===== config.mk =====
export PLATFORM = sky130hd
export DESIGN_NAME = parking_gate_arbiter
export DESIGN_NICKNAME = d
export VERILOG_FILES = /design/src/rtl/parking_pkg.sv /design/src/rtl/parking_rr_arbiter.sv /design/src/rtl/parking_gate_arbiter.sv
export SDC_FILE = /design/constraint.sdc
export NUM_CORES = 1
export LEC_CHECK = 0
export ABC_AREA = 1
export CAP_MARGIN = 30
export CORE_MARGIN = 2
export CORE_UTILIZATION = 50
export CTS_BUF_LIST = sky130_fd_sc_hd__clkbuf_16
export CTS_CLUSTER_DIAMETER = 80
export DETAILED_ROUTE_END_ITERATION = 12
export GPL_TIMING_DRIVEN = 0
export PLACE_DENSITY_LB_ADDON = 0.12
export SLEW_MARGIN = 20
export SYNTH_ARGS = -nofsm -noshare
export SYNTH_HDL_FRONTEND = slang
export SYNTH_SLANG_ARGS = --single-unit

===== constraint.sdc =====
create_clock -name clk -period 2.7 [get_ports clk]
set_input_delay 0.405 -clock clk [delete_from_list [all_inputs] [get_ports clk]]
set_output_delay 0.405 -clock clk [all_outputs]
set_load 0.02 [all_outputs]

===== src/rtl/parking_pkg.sv =====
// Shared types and defaults for the car park barrier gate logic.
package parking_pkg;

   typedef enum logic [1:0] {
      IDLE  = 2'd0,
      OPEN  = 2'd1,
      CLOSE = 2'd2
   } gate_state_t;

   typedef enum logic {
      LANE_ENTRY = 1'b0,
      LANE_EXIT  = 1'b1
   } lane_t;

   localparam int DEFAULT_CAPACITY = 64;

endpackage


===== src/rtl/parking_rr_arbiter.sv =====
// Two-lane grant picker. With PARKING_EXIT_PRIORITY_EN defined exit always wins a tie,
// otherwise ties alternate using a last_served register.
module parking_rr_arbiter
   import parking_pkg::*;
(
   input  logic clk,
   input  logic reset,
   input  logic en,
   input  logic entry_elig,
   input  logic exit_elig,
   output logic grant_entry,
   output logic grant_exit
);

`ifdef PARKING_EXIT_PRIORITY_EN
   logic unused_clk_reset;
   assign unused_clk_reset = clk ^ reset;

   always_comb begin
      grant_exit  = en && exit_elig;
      grant_entry = en && entry_elig && !exit_elig;
   end
`else
   lane_t last_served;

   // On a tie the lane not served most recently wins.
   always_comb begin
      grant_entry = en && entry_elig && (!exit_elig || last_served == LANE_EXIT);
      grant_exit  = en && exit_elig && (!entry_elig || last_served == LANE_ENTRY);
   end

   always_ff @(posedge clk or negedge reset) begin
      if (!reset) begin
         last_served <= LANE_EXIT;
      end else if (grant_entry) begin
         last_served <= LANE_ENTRY;
      end else if (grant_exit) begin
         last_served <= LANE_EXIT;
      end
   end
`endif

endmodule


===== src/rtl/parking_gate_arbiter.sv =====
// Shares one barrier gate between entry and exit lanes and tracks slot occupancy.
// Optional macro PARKING_EXIT_PRIORITY_EN makes exit win every tie.
module parking_gate_arbiter
   import parking_pkg::*;
#(
   parameter int CAPACITY    = DEFAULT_CAPACITY,
   parameter int CNT_W       = 7,
   parameter int OPEN_CYCLES = 8
) (
   input  logic             clk,
   input  logic             reset,
   input  logic             entry_req,
   input  logic             exit_req,
   input  logic             pass_done,
   output logic             entry_ack,
   output logic             exit_ack,
   output logic             gate_open,
   output logic [CNT_W-1:0] occupancy,
   output logic             full,
   output logic             empty,
   output logic             timeout_err
);

   localparam int TMR_W = 4;

   gate_state_t      state;
   lane_t            lane;
   logic [TMR_W-1:0] timer;
   logic             grant_entry;
   logic             grant_exit;

   assign full  = (occupancy == CNT_W'(CAPACITY));
   assign empty = (occupancy == '0);

   parking_rr_arbiter u_arb (
      .clk         (clk),
      .reset       (reset),
      .en          (state == IDLE),
      .entry_elig  (entry_req && !full),
      .exit_elig   (exit_req && !empty),
      .grant_entry (grant_entry),
      .grant_exit  (grant_exit)
   );

   always_ff @(posedge clk or negedge reset) begin
      if (!reset) begin
         state       <= IDLE;
         lane        <= LANE_ENTRY;
         timer       <= '0;
         occupancy   <= '0;
         entry_ack   <= 1'b0;
         exit_ack    <= 1'b0;
         gate_open   <= 1'b0;
         timeout_err <= 1'b0;
      end else begin
         entry_ack   <= 1'b0;
         exit_ack    <= 1'b0;
         timeout_err <= 1'b0;
         case (state)
            IDLE: begin
               if (grant_entry || grant_exit) begin
                  lane      <= grant_exit ? LANE_EXIT : LANE_ENTRY;
                  entry_ack <= grant_entry;
                  exit_ack  <= grant_exit;
                  gate_open <= 1'b1;
                  timer     <= '0;
                  state     <= OPEN;
               end
            end
            OPEN: begin
               timer <= timer + 1'b1;
               // A pass in the expiry cycle still counts as a pass.
               if (pass_done) begin
                  if (lane == LANE_ENTRY) occupancy <= occupancy + 1'b1;
                  else                    occupancy <= occupancy - 1'b1;
                  gate_open <= 1'b0;
                  state     <= CLOSE;
               end else if (timer == TMR_W'(OPEN_CYCLES - 1)) begin
                  timeout_err <= 1'b1;
                  gate_open   <= 1'b0;
                  state       <= CLOSE;
               end
            end
            CLOSE: begin
               state <= IDLE;
            end
            default: begin
               gate_open <= 1'b0;
               state     <= IDLE;
            end
         endcase
      end
   end

endmodule


Yosys cells after proc, flatten, opt, wreduce, memory -nomap -nowiden. Index checks and enable logic that the tools add are counted.

Add/subtract/negate cells: 3. Equality and inequality tests: 6. Bitwise logic cells: 2. Mux-type cells: 21. Reduce and logical (&&, ||, !) cells: 22.

Operators with widths (count): 1-bit 2-to-1 mux (13); 4-bit one-hot mux with 2 select lines (1); 2-bit AND reduction (4); 7-bit by 1-bit adder with 7-bit output, second input constant (1); 7-bit equality test, second input constant (1); 7-bit logical NOT (1); 7-bit 2-to-1 mux (1); 7-bit by 1-bit subtractor with 7-bit output, second input constant (1); 1-bit logical AND (6); 2-bit 2-to-1 mux (3); 4-bit by 1-bit adder with 4-bit output, second input constant (1); 4-bit by 3-bit equality test with 1-bit output, second input constant (1); 1-bit logical NOT (4); 4-bit 2-to-1 mux (1); 2-bit one-hot mux with 2 select lines (1); 2-bit nonzero test (2); 1-bit logical OR (3); 3-bit inequality test, second input constant (1); 1-bit one-hot mux with 3 select lines (1); 3-bit AND reduction (1); 2-bit by 1-bit equality test with 1-bit output, second input constant (1); 2-bit equality test, second input constant (1); 2-bit logical NOT (1); 2-bit inequality test, second input constant (1); 1-bit NOT (2).

Flip-flop bits (word level): 19. Logic and storage cells: 63. Input port bits: 5. Output and inout port bits: 13.

Depth between registers and ports, before layout. Gate-level depths: netlist of run 1.

Depth after elaboration: 9. Mapped depth: 9. Depth with buffers taken out: 9.

By module. A second synthesis of run 1 with hierarchy kept.

Cells, all modules: 142. Area total of the unflattened synthesis: 1131.1 um^2.

By module, submodules not included: parking_gate_arbiter (area each 1066.0 um^2, cells each 131, seq. area each 450.4 um^2, instances 1); parking_rr_arbiter (area each 65.1 um^2, cells each 11, seq. area each 26.3 um^2, instances 1).

Worst setup path after synthesis of run 1. No wires, ideal clock.

Path type: register -> register. Start: reg occupancy[0]. End: reg occupancy[6]. Clock period less this slack: 1.595 ns. Setup time: 0.117 ns. Required time: 2.583 ns. Slack: 1.105 ns. Cell stages (with the launch flop): 9. Path buffers: 0. Arrival time: 1.478 ns. Cells stage by stage: dfrtp_1 -> inv_2 -> fa_1 -> nor2_1 -> o21ai_0 -> nand3b_1 -> nand2_1 -> nand2_1 -> nand2_1.

Word-level cells in the longest chain between the ends: 2. Elaborated cells on any way between the ends: 3. Classes of those cells: add/sub: 2; mux: 1.

RTL lines: start, declared (RTL line parking_gate_arbiter.sv:18) `output logic [CNT_W-1:0] occupancy,`; start signal, assigned (RTL line parking_gate_arbiter.sv:74) `if (lane == LANE_ENTRY) occupancy <= occupancy + 1'b1;`; start signal, assigned (RTL line parking_gate_arbiter.sv:75) `else occupancy <= occupancy - 1'b1;`; 7-bit by 1-bit adder with 7-bit output or 7-bit by 1-bit subtractor with 7-bit output (tied branches) (RTL line parking_gate_arbiter.sv:74, parking_gate_arbiter.sv:75); 7-bit 2-to-1 mux (*) (RTL line parking_gate_arbiter.sv:74).

Every way passes the cells marked *; elsewhere a longest branch is shown, timed or not. A chain may end at the register's enable or synchronous reset.

Final worst setup path of run 1.
Start: reg occupancy[0]. End: out empty.

Word-level cells in the longest chain between the ends: 1.

RTL lines: 7-bit logical NOT (RTL line parking_gate_arbiter.sv:33) `assign empty = (occupancy == '0);`; end, declared (RTL line parking_gate_arbiter.sv:20) `output logic empty,`.

Every way passes these cells.

==> impl_metrics.env, run 1 <==
export IMPL_core_mm2=0.00219
export IMPL_run_status="complete, no violations"
export IMPL_postRouteAntennaNets=0
export IMPL_finalClockSkew_ps=2.20
export IMPL_clock_latency_ps=250
export IMPL_syn_inst=140
export IMPL_drt_vias_per_instance=5.27
export IMPL_arrival_ps=1720
export IMPL_crit_fanout=4
export IMPL_ios=18
export IMPL_drv_slew=0
export IMPL_grt_ovfl_total=0
export IMPL_wire_per_inst_um=12.4
export IMPL_synth_area_mm2=0.00115
export IMPL_first_iter_violations=20
export IMPL_cts_sinks=19
export IMPL_max_slew_worst_pin_slew_ps=367
export IMPL_wl_met2_um=1060
export IMPL_cts_htree_levels=1
export IMPL_fp_dieArea_mm2=0.00270
export IMPL_grt_max_degree=20
export IMPL_place_area_mm2=0.00136
export IMPL_num_nets_final=175
export IMPL_yosysWarningCount=0
export IMPL_wl_met1_um=1190
export IMPL_cp_top_family="buffers and inverters"
export IMPL_wl_met3_um=80
export IMPL_cts_root_buf="clkbuf_16"
export IMPL_grt_total_usage=0.207
export IMPL_vias=1001
export IMPL_finalCritPeriodShare=0.788
export IMPL_synthArstFlopShare=1.00
export IMPL_synthFlopType="dfrtp_1"
export IMPL_synth_seq_cells=19
export IMPL_ir_worst_vdd_mv=0.881
export IMPL_cts_tree="done"
export IMPL_tns_ps=0
export IMPL_rsz0062_at_grt="no"
export IMPL_cts_resized=0
export IMPL_synth_top_cells_by_area="dfrtp_1, nand2_1, ha_1, inv_1, nand4_1"
export IMPL_row_count=17
export IMPL_leakage_uw=0.000739
export IMPL_path_clk_slew_ps=50
export IMPL_final_area_mm2=0.00145
export IMPL_required_ps=2300
export IMPL_cp_end_kind="primary output"
export IMPL_gp_congestion=0.878
export IMPL_yosys_area_top_type="dfrtp_1"
export IMPL_dr_pass1_iters=4
export IMPL_synth_top_area_frac=0.391
export IMPL_crit_chain="inv_2, nand2_4, nor2_4, nand2_2, inv_1, clkdlybuf4s50_1"
export IMPL_grt_pass1_wl_um=4090
export IMPL_ctsHoldBuffers=0
export IMPL_critPathLaunch="occupancy[0]"
export IMPL_crit_type="flop to primary output"
export IMPL_die_h_um=52.0
export IMPL_area_growth_pct=26.1
export IMPL_hpwl_um=1640
export IMPL_cts_buffer_depth=2
export IMPL_avgSynthCellArea_um2=8.22
export IMPL_dr_max_layer_used="met4"
export IMPL_cts_setup_buffers=0
export IMPL_crit_slowest_cell="clkdlybuf4s50_1"
export IMPL_die_x_um=52.0
export IMPL_synth_net_count=152
export IMPL_hp_class="primary input to async pin"
export IMPL_ys_seq_area_frac=0.414
export IMPL_cp_buffers_inverters=3
export IMPL_finalHoldViolations=0
export IMPL_drc=0
export IMPL_crit_path_start_kind="flop"
export IMPL_fmax_mhz=470
export IMPL_antenna_found_initial=0
export IMPL_r2r_start="lane"
export IMPL_relSlewSlack=0.754
export IMPL_critPathMaxStageDelay_ps=590
export IMPL_portBuffers=17
export IMPL_period_needed_ps=2130
export IMPL_synth_edf_count=0
export IMPL_setup_viol=0
export IMPL_drive_above_1_share=0.154
export IMPL_cts_buffers=3
export IMPL_antennaDiodeCount=0
export IMPL_drv_cap=0
export IMPL_synth_cell_types=27
export IMPL_start_util=0.525
export IMPL_grt_pass1_vias=953
export IMPL_p_per_area_mw_per_mm2=1330
export IMPL_wirelength_um=2360
synth_stat cells, drive strengths merged, types with 2 or more instances:
cell type and count:
nor2 9, or2 2, o21ai 8, xor2 2
inv 24, ha 6, nand2 40, nand3 8
nor3 3, a21oi 4, o22ai 2, dfrtp 18
nand4 7
layout by cell type (no fill, tap or decap), types with 2 or more instances in the layout:
| cell | instances |
|---|---|
| nand2_1 | 34 |
| dfrtp_1 | 18 |
| inv_1 | 17 |
| clkdlybuf4s50_1 | 17 |
| inv_2 | 7 |
| nor2_1 | 7 |
| nand4_1 | 7 |
| nand3_1 | 6 |
| ha_1 | 6 |
| o21ai_1 | 5 |
| nand2_2 | 4 |
| a21oi_1 | 4 |
| o21ai_0 | 3 |
| clkbuf_16 | 3 |
| nand2_4 | 2 |
| nor2_4 | 2 |
| nand3_4 | 2 |
| or2_1 | 2 |
| nor3_1 | 2 |
| o22ai_1 | 2 |
| xor2_1 | 2 |
where the power goes:
group | internal [uW] | switching (uW)
Clock | 199 | 110
Sequential | 411 | 128
Combinational | 450 | 635
flip-flops by register name, summed over array words and instances, names as in the netlist:
signal             flops
gate_open              1
lane                   1
occupancy              7
timer                  4
exit_ack               1
u_arb.last_served      1
entry_ack              1
timeout_err            1
state                  2
kinds of logic (layout without fill, tap and decap cells):
kind of cell,after synthesis,count (layout),synth area share
and+or+nand+nor,71,71,0.329
buffers and inverters,25,47,0.0826
DFF,19,19,0.414
AOI/OAI and AO/OA,15,15,0.0685
adders and majority gates,7,7,0.0826
xor gates and xnor gates,3,3,0.0228
worst paths after layout:
path	endpoint	slack, ps	cells after the start
setup / recovery	empty	570	6
hold / removal	occupancy[4]	430	1
setup reg to reg	occupancy[6]	990	8
hold reg to reg	u_arb.last_served	480	2
max in group asynchronous	u_arb.last_served	1780	2
min in group clk	u_arb.last_served	480	2
per-stage QoR:
step / worst slack [ps] / util / hold WS (ps) / std cells / total power, uW
3_5_place_dp: 848 / 0.619 / 468 / 185 / 1600
3_3_place_gp: 843 / 0.619 / 458 / 185 / 1580
5_1_grt: 482 / 0.662 / 454 / 190 / 2110
2_1_floorplan: 1100 / - / 109 / 140 / 1300
4_1_cts: 565 / 0.656 / 476 / 189 / 1940
6_report: 574 / 0.662 / 433 / 190 / 1930
area by class of cell:
cell class                      instances  area, um2
Inverter                               24       90.1
Sequential cell                        19        477
Clock inverter                          1       5.00
Fill cell                             190        739
Buffer                                  1       5.00
Multi-Input combinational cell         96        579
Clock buffer                            3       75.1
Timing Repair Buffer                   18        185
Tap cell                               28       35.0
per-layer routing:
layer	up-vias	GRT usage
met5	-	0
met4	0	0.0658
met3	5	0.0431
met2	28	0.327
met1	470	0.281
li1	498	-
Note: power is estimated with default switching activity, not from simulation.
==> run 2: changes to the inputs <==
Clock period 2.7 ns to 2.09 ns, I/O delays scaled along.
==> run 2 against run 1 <==
  * Final area up 0.35%
  * Die area is the same
  * Register-to-register slack got worse by 610 ps
  * Power up 29%
  * First-iteration DRC count did not move
  * Clock-buffer cell count stayed put
  * Utilization grew 0.23 points
  * Critical endpoint is now occupancy[6]
==> impl_metrics.env, run 2 (synthesis results as in run 1) <==
export IMPL_gp_congestion=0.878
export IMPL_p_per_area_mw_per_mm2=1710
export IMPL_postRouteAntennaNets=0
export IMPL_finalHoldViolations=0
export IMPL_layout_commonest_cell="nand2_1"
export IMPL_ir_worst_vdd_mv=1.14
export IMPL_max_slew_worst_pin_slew_ps=367
export IMPL_arrival_ps=1860
export IMPL_crit_fanout=8
export IMPL_vias=1001
export IMPL_drt_vias_per_instance=5.27
export IMPL_top_regs="occupancy x7, timer x4, state x2"
export IMPL_top_register="occupancy"
export IMPL_finalCritPeriodShare=0.819
export IMPL_power_frac_comb=0.561
export IMPL_die_h_um=52.0
export IMPL_relSlewSlack=0.754
export IMPL_final_cell_mix="nand2_1, dfrtp_1, inv_1, clkdlybuf4s50_1"
export IMPL_wire_per_inst_um=12.4
export IMPL_power_frac_clock=0.160
export IMPL_die_x_um=52.0
export IMPL_finalClockSkew_ps=2.20
export IMPL_p_int_uw=1370
export IMPL_drv_slew=0
export IMPL_ios=18
export IMPL_tns_ps=0
export IMPL_hp_class="primary input to async pin"
export IMPL_cts_setup_buffers=0
export IMPL_crit_path_start_kind="flop"
export IMPL_row_count=17
export IMPL_cts_buffers=3
export IMPL_wirelength_um=2360
export IMPL_num_nets_final=175
export IMPL_grt_max_degree=20
export IMPL_area_growth_pct=26.5
export IMPL_antennaDiodeCount=0
export IMPL_fp_dieArea_mm2=0.00270
export IMPL_largest_register_ffs=7
export IMPL_first_iter_violations=20
export IMPL_p_seq_frac=0.279
export IMPL_cts_resized=0
export IMPL_antenna_found_initial=0
export IMPL_drive_above_1_share=0.154
export IMPL_cts_tree="done"
export IMPL_core_mm2=0.00219
export IMPL_place_area_mm2=0.00136
export IMPL_drv_cap=0
export IMPL_grt_pass1_wl_um=4090
export IMPL_dpl_worst_slack_ps=329
export IMPL_switching_share=0.452
export IMPL_cts_root_buf="clkbuf_16"
export IMPL_start_util=0.525
export IMPL_cts_buffer_depth=2
export IMPL_grt_total_usage=0.207
export IMPL_leakage_uw=0.000775
export IMPL_whs_ps=342
export IMPL_ctsHoldBuffers=0
export IMPL_dr_pass1_iters=4
export IMPL_switching_power_uw=1130
export IMPL_path_clk_slew_ps=50
export IMPL_crit_type="flop to flop"
export IMPL_run_status="complete, no violations"
export IMPL_cts_sinks=19
export IMPL_timing_final_ws_setup_ps=379
export IMPL_hpwl_um=1640
export IMPL_setup_viol=0
export IMPL_drc=0
export IMPL_grt_ovfl_total=0
export IMPL_period_needed_ps=1710
export IMPL_clock_latency_ps=250
export IMPL_portBuffers=17
export IMPL_required_ps=2230
export IMPL_fmax_mhz=584
export IMPL_power_uw=2500
export IMPL_final_area_mm2=0.00146
export IMPL_cp_end_kind="flop"
export IMPL_cts_htree_levels=1
export IMPL_rsz0062_at_grt="no"
export IMPL_grt_pass1_vias=953
## run 2: cell type report
cell class	instances	area [um2]
buffer	1	5.00
clock buffer	3	75.1
clock inverter	1	5.00
fill	188	734
inverter	24	90.1
multi-input combinational	96	579
sequential	19	477
tap	28	35.0
timing repair buffer	18	190
## run 2: power groups by stage
stage | clock network, uW | registers (uW) | logic [uW]
after floorplan | 0 | 777 | 904
after global placement | 0 | 691 | 1350
after detailed placement | 0 | 699 | 1370
after CTS | 408 | 696 | 1400
after global routing | 424 | 718 | 1580
final | 399 | 697 | 1400
## run 2: through the flow
stage,cells,util
2_1_floorplan,140,-
6_report,190,0.665
3_3_place_gp,185,0.619
4_1_cts,189,0.656
5_1_grt,190,0.665
3_5_place_dp,185,0.619
## run 2: critical path, cell delays in order (launching register included)
cell	delay, ps
dfrtp_1	540
inv_1	100
fa_1	440
nor2_1	200
o21ai_0	100
nand3b_1	80
nand2_1	50
nand2_1	50
nand2_1	40
## run 2: layer usage
metal  share of wire  vias to the layer above  global-route usage
met5               0                        -                   0
li1                -                      498                   -
met2            0.45                       28               0.327
met1            0.50                      470               0.281
met4           0.011                        0              0.0658
met3           0.036                        5              0.0431
## run 2: final timing paths
kind	start	slack, ps	to	cells past startpoint
hold reg to reg	u_arb.last_served	480	u_arb.last_served	2
hold / removal	reset	340	occupancy[4]	1
max in group asynchronous	reset	1260	u_arb.last_served	2
min in group clk	u_arb.last_served	480	u_arb.last_served	2
setup / recovery	lane	380	occupancy[6]	8
setup reg to reg	lane	380	occupancy[6]	8
==> run 3: changes to the inputs <==
Settings changed: CORE_UTILIZATION 50 to 47.
Clock period 2.09 ns to 1.5 ns, I/O delays scaled along.
==> run 3 against run 2 <==
  * Clock power increased by 33%
  * Sequential share of layout area decreased by 3.1 points
  * Largest power group unchanged
  * Die area increased by 5.9%
  * Critical path depth increased by 1
==> impl_metrics.env, run 3 (synthesis results as in run 1) <==
export IMPL_rsz0062_at_grt="yes"
export IMPL_relSlewSlack=0.758
export IMPL_hp_class="primary input to async pin"
export IMPL_grt_total_usage=0.202
export IMPL_die_h_um=53.5
export IMPL_whs_ps=255
export IMPL_gr_usage_met3=0.0565
export IMPL_gp_congestion=0.814
export IMPL_switching_power_uw=1740
export IMPL_drc=0
export IMPL_power_frac_clock=0.134
export IMPL_p_int_uw=2220
export IMPL_arrival_ps=1630
export IMPL_grt_max_degree=20
export IMPL_clock_latency_ps=250
export IMPL_dr_pass1_iters=4
export IMPL_cts_htree_levels=1
export IMPL_cts_buffer_depth=2
export IMPL_drt_vias_per_instance=5.13
export IMPL_finalHoldViolations=0
export IMPL_p_seq_frac=0.244
export IMPL_wirelength_um=2530
export IMPL_cts_sinks=19
export IMPL_postRouteAntennaNets=0
export IMPL_portBuffers=17
export IMPL_grt_busiest_layer="met2"
export IMPL_crit_fanout=6
export IMPL_cp_top_family="simple AND/OR/NAND/NOR gates"
export IMPL_drv_cap=0
export IMPL_grt_pass1_vias=991
export IMPL_layout_commonest_cell="nand2_1"
export IMPL_switching_share=0.440
export IMPL_ir_worst_vdd_mv=1.51
export IMPL_core_mm2=0.00225
export IMPL_met2_usage=0.346
export IMPL_cp_end_kind="flop"
export IMPL_dpl_worst_slack_ps=-210
export IMPL_drv_slew=0
export IMPL_path_clk_slew_ps=50
export IMPL_cts_tree="done"
export IMPL_num_nets_final=186
export IMPL_dp_cells=185
export IMPL_critPathMaxStageDelay_ps=430
export IMPL_vias=1032
export IMPL_grt_ovfl_total=0
export IMPL_row_count=17
export IMPL_top_register="occupancy"
export IMPL_setup_viol=0
export IMPL_timing_final_ws_setup_ps=6.39
export IMPL_crit_path_frequent_cell="nand2_1"
export IMPL_cts_root_buf="clkbuf_16"
export IMPL_fin_cells=201
export IMPL_fp_dieArea_mm2=0.00286
export IMPL_top_regs="occupancy x7, timer x4, state x2"
export IMPL_period_needed_ps=1490
export IMPL_antennaDiodeCount=0
export IMPL_final_area_mm2=0.00164
export IMPL_finalCritPeriodShare=0.996
export IMPL_required_ps=1640
export IMPL_largest_register_ffs=7
export IMPL_finalClockSkew_ps=2.12
export IMPL_area_growth_pct=42.1
export IMPL_wire_per_inst_um=12.6
export IMPL_first_iter_violations=14
export IMPL_hpwl_um=1680
export IMPL_n_fill_cell=179
export IMPL_final_cell_mix="nand2_1, inv_1, dfrtp_1, buf_4"
export IMPL_ios=18
export IMPL_cts_buffers=3
export IMPL_antenna_found_initial=0
export IMPL_start_util=0.511
export IMPL_leakage_uw=0.000831
export IMPL_crit_path_start_kind="flop"
export IMPL_max_slew_worst_pin_slew_ps=362
export IMPL_tns_ps=0
export IMPL_grt_use_met1=0.253
export IMPL_run_status="complete, no violations"
export IMPL_fmax_mhz=670
export IMPL_power_frac_comb=0.622
export IMPL_crit_type="flop to flop"
export IMPL_cp_buffers_inverters=1
export IMPL_crit_slowest_cell="dfrtp_2"
export IMPL_place_area_mm2=0.00136
export IMPL_ctsHoldBuffers=0
export IMPL_crit_chain="buf_4, ha_4, nand2_2, nor2_4, o21ai_1, nand3b_1, nand2_1, nand2_1, nand2_1"
export IMPL_p_per_area_mw_per_mm2=2420
export IMPL_die_x_um=53.5
export IMPL_grt_pass1_wl_um=4200
export IMPL_drive_above_1_share=0.341
==> run 3: final cells by class <==
class | instances | area (um2) | share of cell area
inverters | 24 | 92.6 | 0.0566
flip-flops and latches | 19 | 484 | 0.296
clock buffers | 3 | 75.1 | 0.0459
clock inverters | 1 | 3.75 | 0.00230
multi-input cells | 96 | 671 | 0.410
well taps | 28 | 35.0 | 0.0214
repair buffers | 29 | 269 | 0.164
plain buffers | 1 | 5.00 | 0.00306
==> run 3: power groups by stage <==
stage	Clock, uW	Sequential, uW	Combinational, uW
after floorplan	0	1090	1270
after global placement	0	969	1870
after detailed placement	0	978	1930
after CTS	551	983	2170
after global routing	574	1000	2760
final	530	967	2460
==> run 3: repair_timing <==
item	CTS	global route
setup buffers	4	7
cloned	0	0
endpoints found under the setup margin	6	7
pin swaps	2	6
gates resized for setup	24	18
==> run 3: routing by layer <==
metal  wire, um  part of all wire
met3        141             0.056
met2       1240              0.49
met5          0                 0
met1       1140              0.45
met4          9            0.0036
==> run 3: final timing paths <==
path | cells past startpoint | to | slack [ps] | startpoint
worst max register to register | 9 | occupancy[6] | 6 | lane
min in group clk | 2 | u_arb.last_served | 470 | u_arb.last_served
max in group asynchronous | 2 | u_arb.last_served | 750 | reset
worst min register to register | 2 | u_arb.last_served | 470 | u_arb.last_served
worst min-delay path | 1 | occupancy[3] | 260 | reset
worst max-delay path | 9 | occupancy[6] | 6 | lane
==> run 3: worst register-to-register path, stage by stage, from the launching register on <==
cell	delay, ps
dfrtp_2	430
buf_4	150
ha_4	290
nand2_2	80
nor2_4	130
o21ai_1	80
nand3b_1	80
nand2_1	50
nand2_1	50
nand2_1	50
==> run 3: per-stage QoR <==
step | power, uW | utilization
after floorplan | 2350 | -
after global placement | 2840 | 0.604
after detailed placement | 2910 | 0.604
after CTS | 3710 | 0.674
after global routing | 4340 | 0.725
final | 3960 | 0.725
